## src/rtl/qsn_syndrome_acc.sv

```systemverilog
`default_nettype none
// +--------------------------------------------------------------------------+
// | qsn_syndrome_acc                                                         |
// | Per-row XOR syndrome accumulator with per-frame unsatisfied-check report |
// | Revision: 1.0                                                            |
// +--------------------------------------------------------------------------+
module qsn_syndrome_acc #(
  parameter int LIFT     = 4,
  parameter int NUM_ROWS = 8,
  parameter int ROW_W    = 3,
  parameter int UNSAT_W  = 6
) (
  input  logic               clk,
  input  logic               rst_n,
  input  logic               clr,
  input  logic               in_valid,
  output logic               in_ready,
  input  logic [LIFT-1:0]    in_data,
  input  logic               in_last,
  output logic               syn_valid,
  input  logic               syn_ready,
  output logic [LIFT-1:0]    syn_data,
  output logic [ROW_W-1:0]   syn_row,
  output logic               done,
  output logic               pass,
  output logic [UNSAT_W-1:0] unsat_count
);

  typedef enum logic [1:0] {
    ACC    = 2'd0,
    EMIT   = 2'd1,
    REPORT = 2'd2
  } state_t;

  localparam logic [ROW_W-1:0] c_last_row = ROW_W'(NUM_ROWS - 1);

  state_t               r_state;
  logic [LIFT-1:0]      r_acc;
  logic [ROW_W-1:0]     r_row;
  logic [UNSAT_W-1:0]   r_cnt;

  logic [LIFT-1:0]      w_acc_next;
  logic [UNSAT_W-1:0]   w_pop;
  logic [UNSAT_W:0]     w_sum;
  logic [UNSAT_W-1:0]   w_cnt_next;

  function automatic logic [UNSAT_W-1:0] popcnt(input logic [LIFT-1:0] v);
    logic [UNSAT_W-1:0] n;
    n = '0;
    for (int i = 0; i < LIFT; i++) begin
      n = n + UNSAT_W'(v[i]);
    end
    return n;
  endfunction

  assign w_acc_next = r_acc ^ in_data;
  assign w_pop      = popcnt(w_acc_next);
  assign w_sum      = {1'b0, r_cnt} + {1'b0, w_pop};
  // Saturate instead of wrapping so an overflowing frame can never look clean.
  assign w_cnt_next = w_sum[UNSAT_W] ? {UNSAT_W{1'b1}} : w_sum[UNSAT_W-1:0];

  // Gated by rst_n so upstream sees no acceptance while reset is held.
  assign in_ready = rst_n & (r_state == ACC);
  assign done     = (r_state == REPORT) & ~clr;

  always_ff @(posedge clk or negedge rst_n) begin
    if (!rst_n) begin
      r_state     <= ACC;
      r_acc       <= '0;
      r_row       <= '0;
      r_cnt       <= '0;
      syn_valid   <= 1'b0;
      syn_data    <= '0;
      syn_row     <= '0;
      pass        <= 1'b0;
      unsat_count <= '0;
    end else if (clr) begin
      r_state     <= ACC;
      r_acc       <= '0;
      r_row       <= '0;
      r_cnt       <= '0;
      syn_valid   <= 1'b0;
      syn_data    <= '0;
      syn_row     <= '0;
      pass        <= 1'b0;
      unsat_count <= '0;
    end else begin
      case (r_state)
        ACC: begin
          if (in_valid) begin
            if (in_last) begin
              syn_data  <= w_acc_next;
              syn_row   <= r_row;
              syn_valid <= 1'b1;
              r_cnt     <= w_cnt_next;
              r_acc     <= '0;
              r_state   <= EMIT;
            end else begin
              r_acc <= w_acc_next;
            end
          end
        end
        EMIT: begin
          if (syn_ready) begin
            syn_valid <= 1'b0;
            if (r_row == c_last_row) begin
              r_state <= REPORT;
            end else begin
              r_row   <= r_row + ROW_W'(1);
              r_state <= ACC;
            end
          end
        end
        REPORT: begin
          unsat_count <= r_cnt;
          pass        <= (r_cnt == '0);
          r_row       <= '0;
          r_cnt       <= '0;
          r_state     <= ACC;
        end
        default: r_state <= ACC;
      endcase
    end
  end

endmodule
`default_nettype wire

```

## config.mk

```make
export PLATFORM = sky130hd
export DESIGN_NAME = qsn_syndrome_acc
export DESIGN_NICKNAME = d
export VERILOG_FILES = /design/src/rtl/qsn_syndrome_acc.sv
export SDC_FILE = /design/constraint.sdc
export NUM_CORES = 1
export LEC_CHECK = 0
export CORE_UTILIZATION = 30
export CTS_CLUSTER_DIAMETER = 120
export DETAILED_ROUTE_END_ITERATION = 8
export PLACE_DENSITY_LB_ADDON = 0.08
export SETUP_SLACK_MARGIN = 0.3
export SLEW_MARGIN = 20
export SYNTH_ARGS = -nofsm -noshare
export SYNTH_HDL_FRONTEND = slang
export SYNTH_SLANG_ARGS = --single-unit
```

## constraint.sdc

```tcl
create_clock -name clk -period 2.87 [get_ports clk]
set_input_delay 0.861 -clock clk [delete_from_list [all_inputs] [get_ports clk]]
set_output_delay 0.861 -clock clk [all_outputs]
set_load 0.02 [all_outputs]
```

Word level (Yosys, flattened, before mapping)
Cells that the tools add are included.
- bits in registers: 30
- word-level logic and storage cells: 76
- input port bits: 10
- output and inout port bits: 17
- reductions and logical operators: 15
- add/subtract/negate cells: 5
- bitwise logic cells: 4
- muxes and demuxes: 36
- equal/unequal tests: 7
- operators by type and width (cell ; count):
    6-bit 2-to-1 mux ; 6
    4-bit 2-to-1 mux ; 8
    3-bit 2-to-1 mux ; 7
    3-bit inequality test (second input constant) ; 4
    6-bit one-hot mux with 2 select lines ; 1
    3-bit AND reduction ; 4
    2-bit 2-to-1 mux ; 5
    3-bit nonzero test ; 3
    2-bit nonzero test ; 4
    6-bit by 4-bit adder with 7-bit output ; 1
    6-bit zero test ; 1
    1-bit 2-to-1 mux ; 6
    3-bit one-hot mux with 2 select lines ; 1
    3-bit by 1-bit adder with 4-bit output ; 1
    2-bit one-hot mux with 2 select lines ; 1
    4-bit AND reduction ; 1
    4-bit bitwise XOR ; 1
    2-bit by 1-bit adder with 3-bit output ; 1
    3-bit by 1-bit adder with 3-bit output (second input constant) ; 1
    3-bit equality test (second input constant) ; 1
    1-bit by 1-bit adder with 2-bit output ; 1
    1-bit bitwise AND ; 2
    2-bit by 1-bit equality test with 1-bit output (second input constant) ; 1
    2-bit equality test (second input constant) ; 1
    other kinds (4) ; 4

Longest topological paths before layout
Gate-level depths: netlist of the first run.
- depth in word-level cells: 10
- depth in mapped cells: 9
- gate-level depth less buffers: 9

Worst setup path before layout of the first run
No wires, ideal clock.
- path kind: input to register
- start: input in_data[2]
- end: register r_cnt[2]
- buffers on the path: 0
- data required time: 2749 ps
- setup slack: -35 ps
- stages on the path: 9
- arrival: 2784 ps
- library setup time: 121 ps
- cells stage by stage: xnor2_1 fa_1 fa_1 inv_1 fa_1 and3_1 nand3_1 o21ai_0 a22o_1
- cells in the longest elaborated chain, start to end: 9
- RTL lines (item ; line ; source):
    start, declared ; 18 ; input logic [LIFT-1:0] in_data,
    4-bit bitwise XOR ; 56 ; assign w_acc_next = r_acc ^ in_data;
    2-bit by 1-bit adder with 3-bit output ; 51 ; n = n + UNSAT_W'(v[i]);
    3-bit by 1-bit adder with 4-bit output ; 51 ;
    6-bit by 4-bit adder with 7-bit output ; 58 ; assign w_sum = {1'b0, r_cnt} + {1'b0, w_pop};
    6-bit 2-to-1 mux ; 60 ; assign w_cnt_next = w_sum[UNSAT_W] ? {UNSAT_W{1'b1}} : w_sum[UNSAT_W-1:0];
    6-bit 2-to-1 mux ; 91 ; if (in_last) begin
    6-bit 2-to-1 mux ; 90 ; if (in_valid) begin
    6-bit one-hot mux with 2 select lines ; 88 ; case (r_state)
    6-bit 2-to-1 mux ; 77 ; end else if (clr) begin
    end signal, assigned ; 95 ; r_cnt <= w_cnt_next;
    end, declared ; 40 ; logic [UNSAT_W-1:0] r_cnt;
Every way passes these cells. The select of a mux whose other input is x is not followed.
A chain may end at the register's enable or synchronous reset.

Worst setup path in the final report of the first run
- start: input in_data[2]
- end: register r_cnt[3]
The elaborated chain is that of the path after synthesis.

==> impl_metrics.toml, run 1 <==
[placed_design]
gp_congestion = 0.690
place_ws_ns = -0.590
dp_hpwl_mm = 2.71
dpl.cell_count = 262
dpl-instance-area_um2 = 2060
io_buffer_count = 26

[synth]
yosys_warnings = 0
synth-seq-cells = 30
synth.largest_area_cell = "dfrtp_1"
synth-simple-area-share_pct = 18.2
postSynthCellCount = 162
ys_types = 44
synthArstFlopShare_pct = 100
synth_top_area_share_pct = 46.7
synth-xor-area-share_pct = 2.18
synth-edff-count = 0
ys_top_cells_by_count = "dfrtp_1, nand2_1, a21oi_1, inv_1, o21ai_1"
synth_compound_area_share_pct = 20.0
yosys.area_share.adder_pct = 6.07
synth_top_family_by_area = "compound AO/OA/AOI/OAI gates"
syn_area_um2 = 1610
synth.area.mux_share_pct = 2.18
synthFlopType = "dfrtp_1"
syn_nets = 178
yosysMostFrequentCell = "dfrtp_1"
synth-seq-area-share_pct = 46.7
synth_area_leaders = "dfrtp_1, nand2_1, a21oi_1"
syn_area_per_cell_um2 = 9.92

[cells_and_area]
fin_nets = 217
drive_gt1_share_pct = 22.3
insertedDiodeCount = 0
fin_util_pct = 42.4
fin_area_um2 = 2180
fin_cells = 272
fillers = 529
syn2layout_area_growth_pct = 35.4

[drt]
wirelength_mm = 3.72
vias = 1301
drtIter0Drc = 63
drc = 0
vias_per_cell = 4.78
dr.pass1.iters = 4
ant_nets = 0
wl_per_cell_um = 13.7

[cts]
cts.sinks = 30
cts_buffer_depth = 2
cts_hold_buf = 0
cts_tree = "built"
numCtsBuffers = 5
cts.reportedPaths.clkPinSlew_ns = 0.07
clockRootBuffer = "clkbuf_8"
insertion_delay_ns = 0.28
cts-htree-levels = 2

[power]
cellLeakagePower_nw = 0.945
power.density_nw_per_um2 = 504
ir_worst_vdd_uv = 251
fin_total_pwr_mw = 1.10

[critical_path]
start_kind = "input port"
critPathKind = "in2reg"
r2r_slack_ns = 0.39
crit_required_ns = 3.03
cp-end-kind = "register"
arrival_ns = 2.84
crit_fanout = 4

[floorplanning]
die_h_um = 75.2
initial_utilization_pct = 31.3
rows = 26
die_area_um2 = 5660
pin_count = 27
die_w_um = 75.2
fp.coreArea_um2 = 5140

[timing]
fin_setup_tns_ns = 0
fin_skew_ns = 0.00964
rsz0062_at_grt = "yes"
slew_headroom_pct = 53.4
finalCritPeriodShare_pct = 93.1
holdWs_ns = 0.477
fmax_ghz = 0.374
setup_violations = 0
hold_violations = 0
worstMarginPinSlew_ns = 0.697
drv_slew = 0
period_minus_slack_ns = 2.67
setup_slack_ns = 0.197

[grt]
first_global_vias = 1283
grt_usage_pct = 15.5
grt_start_max_net_pins = 31
antenna_found_initial = 0
grt-ovfl-total = 0
grt_pass1_wl_mm = 6.29

[outcome]
status = "complete, no violations"

[job]
cap_violations = 0

[worst_hold_path]
min_path_type = "reg2reg"
[where the power goes]
group          total [mW]  switching (mW)  leakage [nW]  internal, mW
Combinational       0.263           0.128         0.490         0.135
Clock               0.350           0.157        0.0482         0.193
Sequential          0.484          0.0301         0.407         0.454
[cell usage in the layout, fill, tap and decap left out, types with 2 or more instances in the layout]
| cell | count |
|---|---|
| inv_1 | 8 |
| o21ai_1 | 10 |
| clkbuf_8 | 6 |
| clkdlybuf4s50_1 | 19 |
| nor2b_1 | 2 |
| nor2_4 | 2 |
| dfrtp_1 | 30 |
| mux2i_1 | 2 |
| a21oi_1 | 12 |
| nor3_1 | 5 |
| nor2_1 | 2 |
| fa_2 | 2 |
| o31ai_1 | 6 |
| ha_1 | 3 |
| buf_2 | 2 |
| o21ai_0 | 6 |
| xnor2_1 | 2 |
| nand2_1 | 24 |
| a22o_1 | 2 |
| buf_4 | 14 |
| dlygate4sd2_1 | 2 |
| nand2b_1 | 6 |
| xnor2_4 | 2 |
[layout make-up]
cell class / instances / area, um^2 / share of cell area (%)
Sequential cell: 30 / 751 / 34.5
Clock buffer: 7 / 86.3 / 3.97
Inverter: 9 / 33.8 / 1.55
Timing Repair Buffer: 40 / 362 / 16.6
Tap cell: 70 / 87.6 / 4.02
Multi-Input combinational cell: 115 / 852 / 39.1
Clock inverter: 1 / 5.00 / 0.230
[path summary, 6_finish.rpt]
kind,startpoint,to,cells after the start
worst max-delay path,in_data[2],r_cnt[3],10
worst min-delay path,syn_data[1],syn_data[1],2
worst max register to register,r_acc[2],r_cnt[3],9
worst min register to register,syn_data[1],syn_data[1],2
max in group asynchronous,rst_n,pass,2
min in group asynchronous,rst_n,syn_data[3],2
[critical path, cell delays in order]
cell and delay (ns):
buf_8 0.10, xnor2_4 0.12, fa_1 0.56, fa_2 0.22, inv_2 0.04, fa_2 0.34, and3_4 0.21, nand3_4 0.10
o21ai_1 0.07, a22o_1 0.20
[state kept, by name (all words and copies together), names as in the netlist]
signal and count:
pass 1, r_acc 4, r_cnt 6, r_row 3, r_state 2, syn_data 4
syn_row 3, syn_valid 1, unsat_count 6
[cell families (layout without fill, tap and decap cells)]
| logic type | Yosys count | in the layout |
|---|---|---|
| xor+xnor | 4 | 4 |
| compound gates | 49 | 49 |
| flops | 30 | 30 |
| simple gates | 53 | 53 |
| buf+inv | 17 | 57 |
| fa+ha+maj | 6 | 6 |
| mux | 3 | 3 |
[routing by layer]
metal  vias up  part of all wire (%)  track usage (%)  routed length [um]
met5         -                     0                0                   0
met3         8                   4.2             3.75                 155
li1        644                     -                -                   -
met1       619                    49             20.7                1810
met2        30                    45             24.2                1680
met4         0                   2.0             6.17                  74
[repair_timing]
action,CTS,global route
setup endpoints to repair,8,7
pin swaps,5,3
gates resized for setup,25,2
setup buffers,1,1
endpoints found under the hold margin,0,0
No activity file was read; power rests on OpenSTA's default activity.
==> inputs of run 2 (changes only) <==
Settings changed: CAP_MARGIN from default to 30.
Clock period 2.87 ns to 3.1 ns, I/O delays scaled along.
==> run 2 against run 1 <==
  * Design area about the same
  * Die area unchanged
  * Setup slack better by 0.14 ns
  * Routed wire length up 3.7%
  * Global-route usage up 0.72 points
  * Critical path type unchanged
  * Largest cell class unchanged
==> impl_metrics.toml, run 2 (synthesized netlist as in run 1, its figures left out) <==
[outcome]
status = "complete, no violations"

[drt]
vias_per_cell = 4.89
drtIter0Drc = 84
wirelength_mm = 3.85
vias = 1324
ant_nets = 0
dr.pass1.iters = 4
wl_per_cell_um = 14.2
drc = 0

[cts]
cts.reportedPaths.clkPinSlew_ns = 0.06
cts_hold_buf = 0
numCtsBuffers = 5
cts_tree = "built"
cts-htree-levels = 2
insertion_delay_ns = 0.28
cts.sinks = 30
cts_buffer_depth = 2
clockRootBuffer = "clkbuf_8"

[power]
intPower_mw = 0.698
cellLeakagePower_nw = 0.926
seq_power_share_pct = 45.4
p_switching_mw = 0.288
pwr-share-clk_pct = 29.8
swShare_pct = 29.3
pwr-share-comb_pct = 24.8
ir_worst_vdd_uv = 232
power.density_nw_per_um2 = 453

[floorplanning]
initial_utilization_pct = 31.3
die_w_um = 75.2
pin_count = 27
die_h_um = 75.2
fp.coreArea_um2 = 5140
die_area_um2 = 5660
rows = 26

[job]
cap_violations = 0

[timing]
hold_violations = 0
rsz0062_at_grt = "yes"
setup_violations = 0
fin_skew_ns = 0.00571
fmax_ghz = 0.362
slew_headroom_pct = 53.9
period_minus_slack_ns = 2.76
drv_slew = 0
holdWs_ns = 0.490
worstMarginPinSlew_ns = 0.689
finalCritPeriodShare_pct = 89.1

[placed_design]
dp_hpwl_mm = 2.79
io_buffer_count = 26
gp_congestion = 0.785
dpl.cell_count = 262

[grt]
antenna_found_initial = 0
grt-ovfl-total = 0
first_global_vias = 1374
grt_pass1_wl_mm = 6.67
grt_start_max_net_pins = 31
grt_usage_pct = 16.2

[critical_path]
startpoint = "in_data[0]"
crit_fanout = 4
critPathKind = "in2reg"
r2r-start = "r_acc[0]"
start_kind = "input port"
crit_end = "r_cnt[3]"
cp-end-kind = "register"
arrival_ns = 2.93
r2r_end = "r_cnt[3]"
r2r_slack_ns = 0.62
crit_required_ns = 3.27
r2r_cells = 9

[cells_and_area]
multi_input_area_um2 = 866
syn2layout_area_growth_pct = 35.3
fin_cells = 271
insertedDiodeCount = 0
drive_gt1_share_pct = 22.4
final_cell_mix = "dfrtp_1, nand2_1, clkdlybuf4s50_1"
fillers = 544
layout_commonest_cell = "dfrtp_1"
seqCellArea_um2 = 751
fin_nets = 217
reg_top3 = "r_cnt (6), unsat_count (6)"

[worst_hold_path]
min_path_type = "reg2reg"
run 2: final cells by class:
| class | instances | area share (%) |
|---|---|---|
| Sequential cell | 30 | 34.5 |
| Timing Repair Buffer | 40 | 16.6 |
| Inverter | 9 | 1.55 |
| Clock buffer | 7 | 3.51 |
| Multi-Input combinational cell | 115 | 39.8 |
| Tap cell | 70 | 4.03 |
run 2: worst min path at each step:
stage	cells past startpoint	slack, ns	from	to
floorplan	2	0.51	r_cnt[0]	unsat_count[0]
global placement	2	0.46	syn_data[1]	syn_data[1]
detailed placement	2	0.48	syn_data[2]	syn_data[2]
CTS	2	0.49	syn_data[3]	syn_data[3]
global route	2	0.53	syn_data[1]	syn_data[1]
finish	2	0.49	syn_data[0]	syn_data[0]
run 2: timing repair:
| item | in CTS | in global routing |
|---|---|---|
| resized for setup | 18 | 8 |
| setup endpoints to repair | 8 | 6 |
| buffers inserted | 1 | 1 |
| pin swaps | 5 | 5 |
| cloned | 0 | 0 |
run 2: power by group through the flow:
stage	combinational, mW	sequential (mW)	clock, mW
finish	0.244	0.448	0.294
global route	0.274	0.452	0.321
CTS	0.241	0.447	0.306
detailed placement	0.235	0.453	0
global placement	0.229	0.453	0
floorplan	0.124	0.463	0
run 2: critical path, stage by stage:
cell     delay [ns]
buf_8          0.11
xnor2_4        0.14
fa_1           0.55
fa_2           0.22
inv_2          0.04
fa_2           0.35
and3_4         0.21
nand3_4        0.10
o21ai_1        0.07
a22o_1         0.20
run 2: stage by stage:
| stage | setup TNS [ns] | setup WS, ns | power, mW | instance area (um^2) | util, % |
|---|---|---|---|---|---|
| after global routing | 0 | 0.270 | 1.05 | 2180 | 42.3 |
| after detailed placement | -2.33 | -0.430 | 0.689 | 2050 | 39.8 |
| final | 0 | 0.339 | 0.986 | 2180 | 42.3 |
| after CTS | 0 | 0.319 | 0.993 | 2130 | 41.4 |
| after global placement | -1.98 | -0.368 | 0.682 | 2050 | 39.8 |
| after floorplan | 0 | 0.259 | 0.587 | 1650 | - |
run 2: layer usage:
| layer | routed length [um] | vias up | track usage [%] | part of all wire, % |
|---|---|---|---|---|
| li1 | - | 640 | - | - |
| met1 | 1900 | 649 | 21.0 | 49 |
| met2 | 1750 | 28 | 25.7 | 45 |
| met3 | 134 | 7 | 4.28 | 3.5 |
| met4 | 75 | 0 | 6.79 | 1.9 |
| met5 | 0 | - | 0 | 0 |
==> inputs of run 3 (changes only) <==
Clock period 3.1 ns to 2.21 ns, I/O delays scaled along.
==> run 3 against run 2 <==
  * The run now ends with setup timing left
  * First-iteration DRC count down 14%
  * Power increased by 46%
  * Flip-flop and latch count did not move
  * Largest power group unchanged
  * Design area rose by 4.9%
  * Critical path type unchanged
  * Global-route usage fell by 0.38 points
  * Setup slack worse by 0.59 ns
  * Non-clock buffer count up 13
  * Critical path depth is the same
==> impl_metrics.toml, run 3 (synthesized netlist as in run 1, its figures left out) <==
[cells_and_area]
syn2layout_area_growth_pct = 42.0
final_cell_mix = "buf_4, dfrtp_1, nand2_1"
reg_top3 = "r_cnt (6), unsat_count (6)"
insertedDiodeCount = 0
drive_gt1_share_pct = 28.8
seqCellArea_um2 = 754
fillers = 544
layout_commonest_cell = "buf_4"
fin_nets = 230
multi_input_area_um2 = 865

[drt]
ant_nets = 0
vias = 1342
dr.pass1.iters = 2
wirelength_mm = 3.86
wl_per_cell_um = 13.6
drc = 0
vias_per_cell = 4.71
drtIter0Drc = 72

[critical_path]
slowest_stage = "fa_1"
crit_required_ns = 2.38
cpMostUsedCell = "fa_2"
crit_fanout = 4
r2r_slack_ns = -0.25
cp-end-kind = "register"
arrival_ns = 2.64
start_kind = "input port"
cp_top_family = "adder cells"
slowest_delay_ns = 0.56
path_cells = "buf_6 -> xnor2_4 -> fa_1 -> fa_2 -> inv_2 -> fa_2 -> and3_4 -> nand3_4 -> o21ai_2 -> a22o_1"
crit_buf_inv = 2
critPathKind = "in2reg"

[power]
fin_total_pwr_mw = 1.44
ir_worst_vdd_uv = 299
power.density_nw_per_um2 = 631
cellLeakagePower_nw = 1.11

[placed_design]
io_buffer_count = 26
dp_hpwl_mm = 2.89
gp_congestion = 0.771

[worst_hold_path]
min_path_type = "reg2reg"

[cts]
cts_hold_buf = 0
cts_tree = "built"
clockRootBuffer = "clkbuf_8"
insertion_delay_ns = 0.29
cts_buffer_depth = 2
cts.reportedPaths.clkPinSlew_ns = 0.06
numCtsBuffers = 5
cts-htree-levels = 2
cts.sinks = 30

[timing]
finalCritPeriodShare_pct = 112
fin_setup_tns_ns = -1.16
setup_violations = 6
holdWs_ns = 0.480
slew_headroom_pct = 73.6
hold_violations = 0
fmax_ghz = 0.406
drv_slew = 0
rsz0062_at_grt = "yes"
worstMarginPinSlew_ns = 0.396
setup_slack_ns = -0.255
fin_skew_ns = 0.00576
period_minus_slack_ns = 2.46

[grt]
grt_pass1_wl_mm = 6.57
first_global_vias = 1409
grt_start_max_net_pins = 31
grt-ovfl-total = 0
grt_usage_pct = 15.8
antenna_found_initial = 0

[floorplanning]
die_h_um = 75.2
pin_count = 27
initial_utilization_pct = 31.3
fp.coreArea_um2 = 5140
die_area_um2 = 5660
die_w_um = 75.2
rows = 26

[outcome]
status = "finished, violations left"
violations = "setup timing"

[job]
cap_violations = 0
==> run 3: changes by cell type in the layout (fill, tap and decap cells not counted), sizes merged <==
cell and change:
clkdlybuf4s50 -18, buf +14, dlygate4sd2 +13, dlymetal6s2s +4, clkinv +1
==> run 3: path summary, 6_finish.rpt <==
| kind | from | end | depth (start not counted) |
|---|---|---|---|
| setup / recovery | in_data[2] | r_cnt[3] | 10 |
| hold / removal | syn_data[3] | syn_data[3] | 2 |
| setup reg to reg | r_acc[2] | r_cnt[3] | 9 |
| hold reg to reg | syn_data[3] | syn_data[3] | 2 |
| max in group asynchronous | rst_n | r_acc[2] | 2 |
| min in group asynchronous | rst_n | r_cnt[2] | 2 |
==> run 3: final cells by class <==
| type | count | area share [%] |
|---|---|---|
| tap | 70 | 3.84 |
| clock buffer | 7 | 3.78 |
| inverter | 9 | 1.48 |
| timing repair buffer | 53 | 19.8 |
| clock inverter | 1 | 0.219 |
| sequential | 30 | 33.0 |
| multi-input combinational | 115 | 37.9 |
==> run 3: layer usage <==
metal	wire length (um)	part of all wire (%)	global-route usage, %	up-vias
met2	1830	47	25.9	23
met3	185	4.8	4.82	6
li1	-	-	-	674
met1	1790	46	19.6	639
met5	0	0	0	-
met4	58	1.5	6.17	0
==> run 3: through the flow <==
step           instances  util, %  setup slack [ns]  instance area, um^2
2_1_floorplan        162        -            -0.363                 1670
3_3_place_gp         273     41.7            -0.992                 2150
3_5_place_dp         273     41.7             -1.05                 2150
4_1_cts              282     43.4            -0.262                 2230
5_1_grt              285     44.4            -0.314                 2280
6_report             285     44.4            -0.255                 2280
==> run 3: timing repair <==
action	CTS	global route
endpoints found under the hold margin	0	0
gates cloned	0	0
pin swaps	7	5
resized for setup	37	10
endpoints found under the setup margin	31	18
buffers inserted	1	3
==> run 3: report_power, final <==
part / switching [mW] / internal, mW
Combinational: 0.175 / 0.180
Sequential: 0.0354 / 0.590
Clock: 0.208 / 0.251
Total: 0.419 / 1.02
==> run 3: tightest hold or removal path, delay by kind of cell, from the launching register on <==
kind | cells | cell delay (ns)
and+or+nand+nor | 1 | 0.05
DFF | 1 | 0.34
AOI/OAI and AO/OA | 1 | 0.05
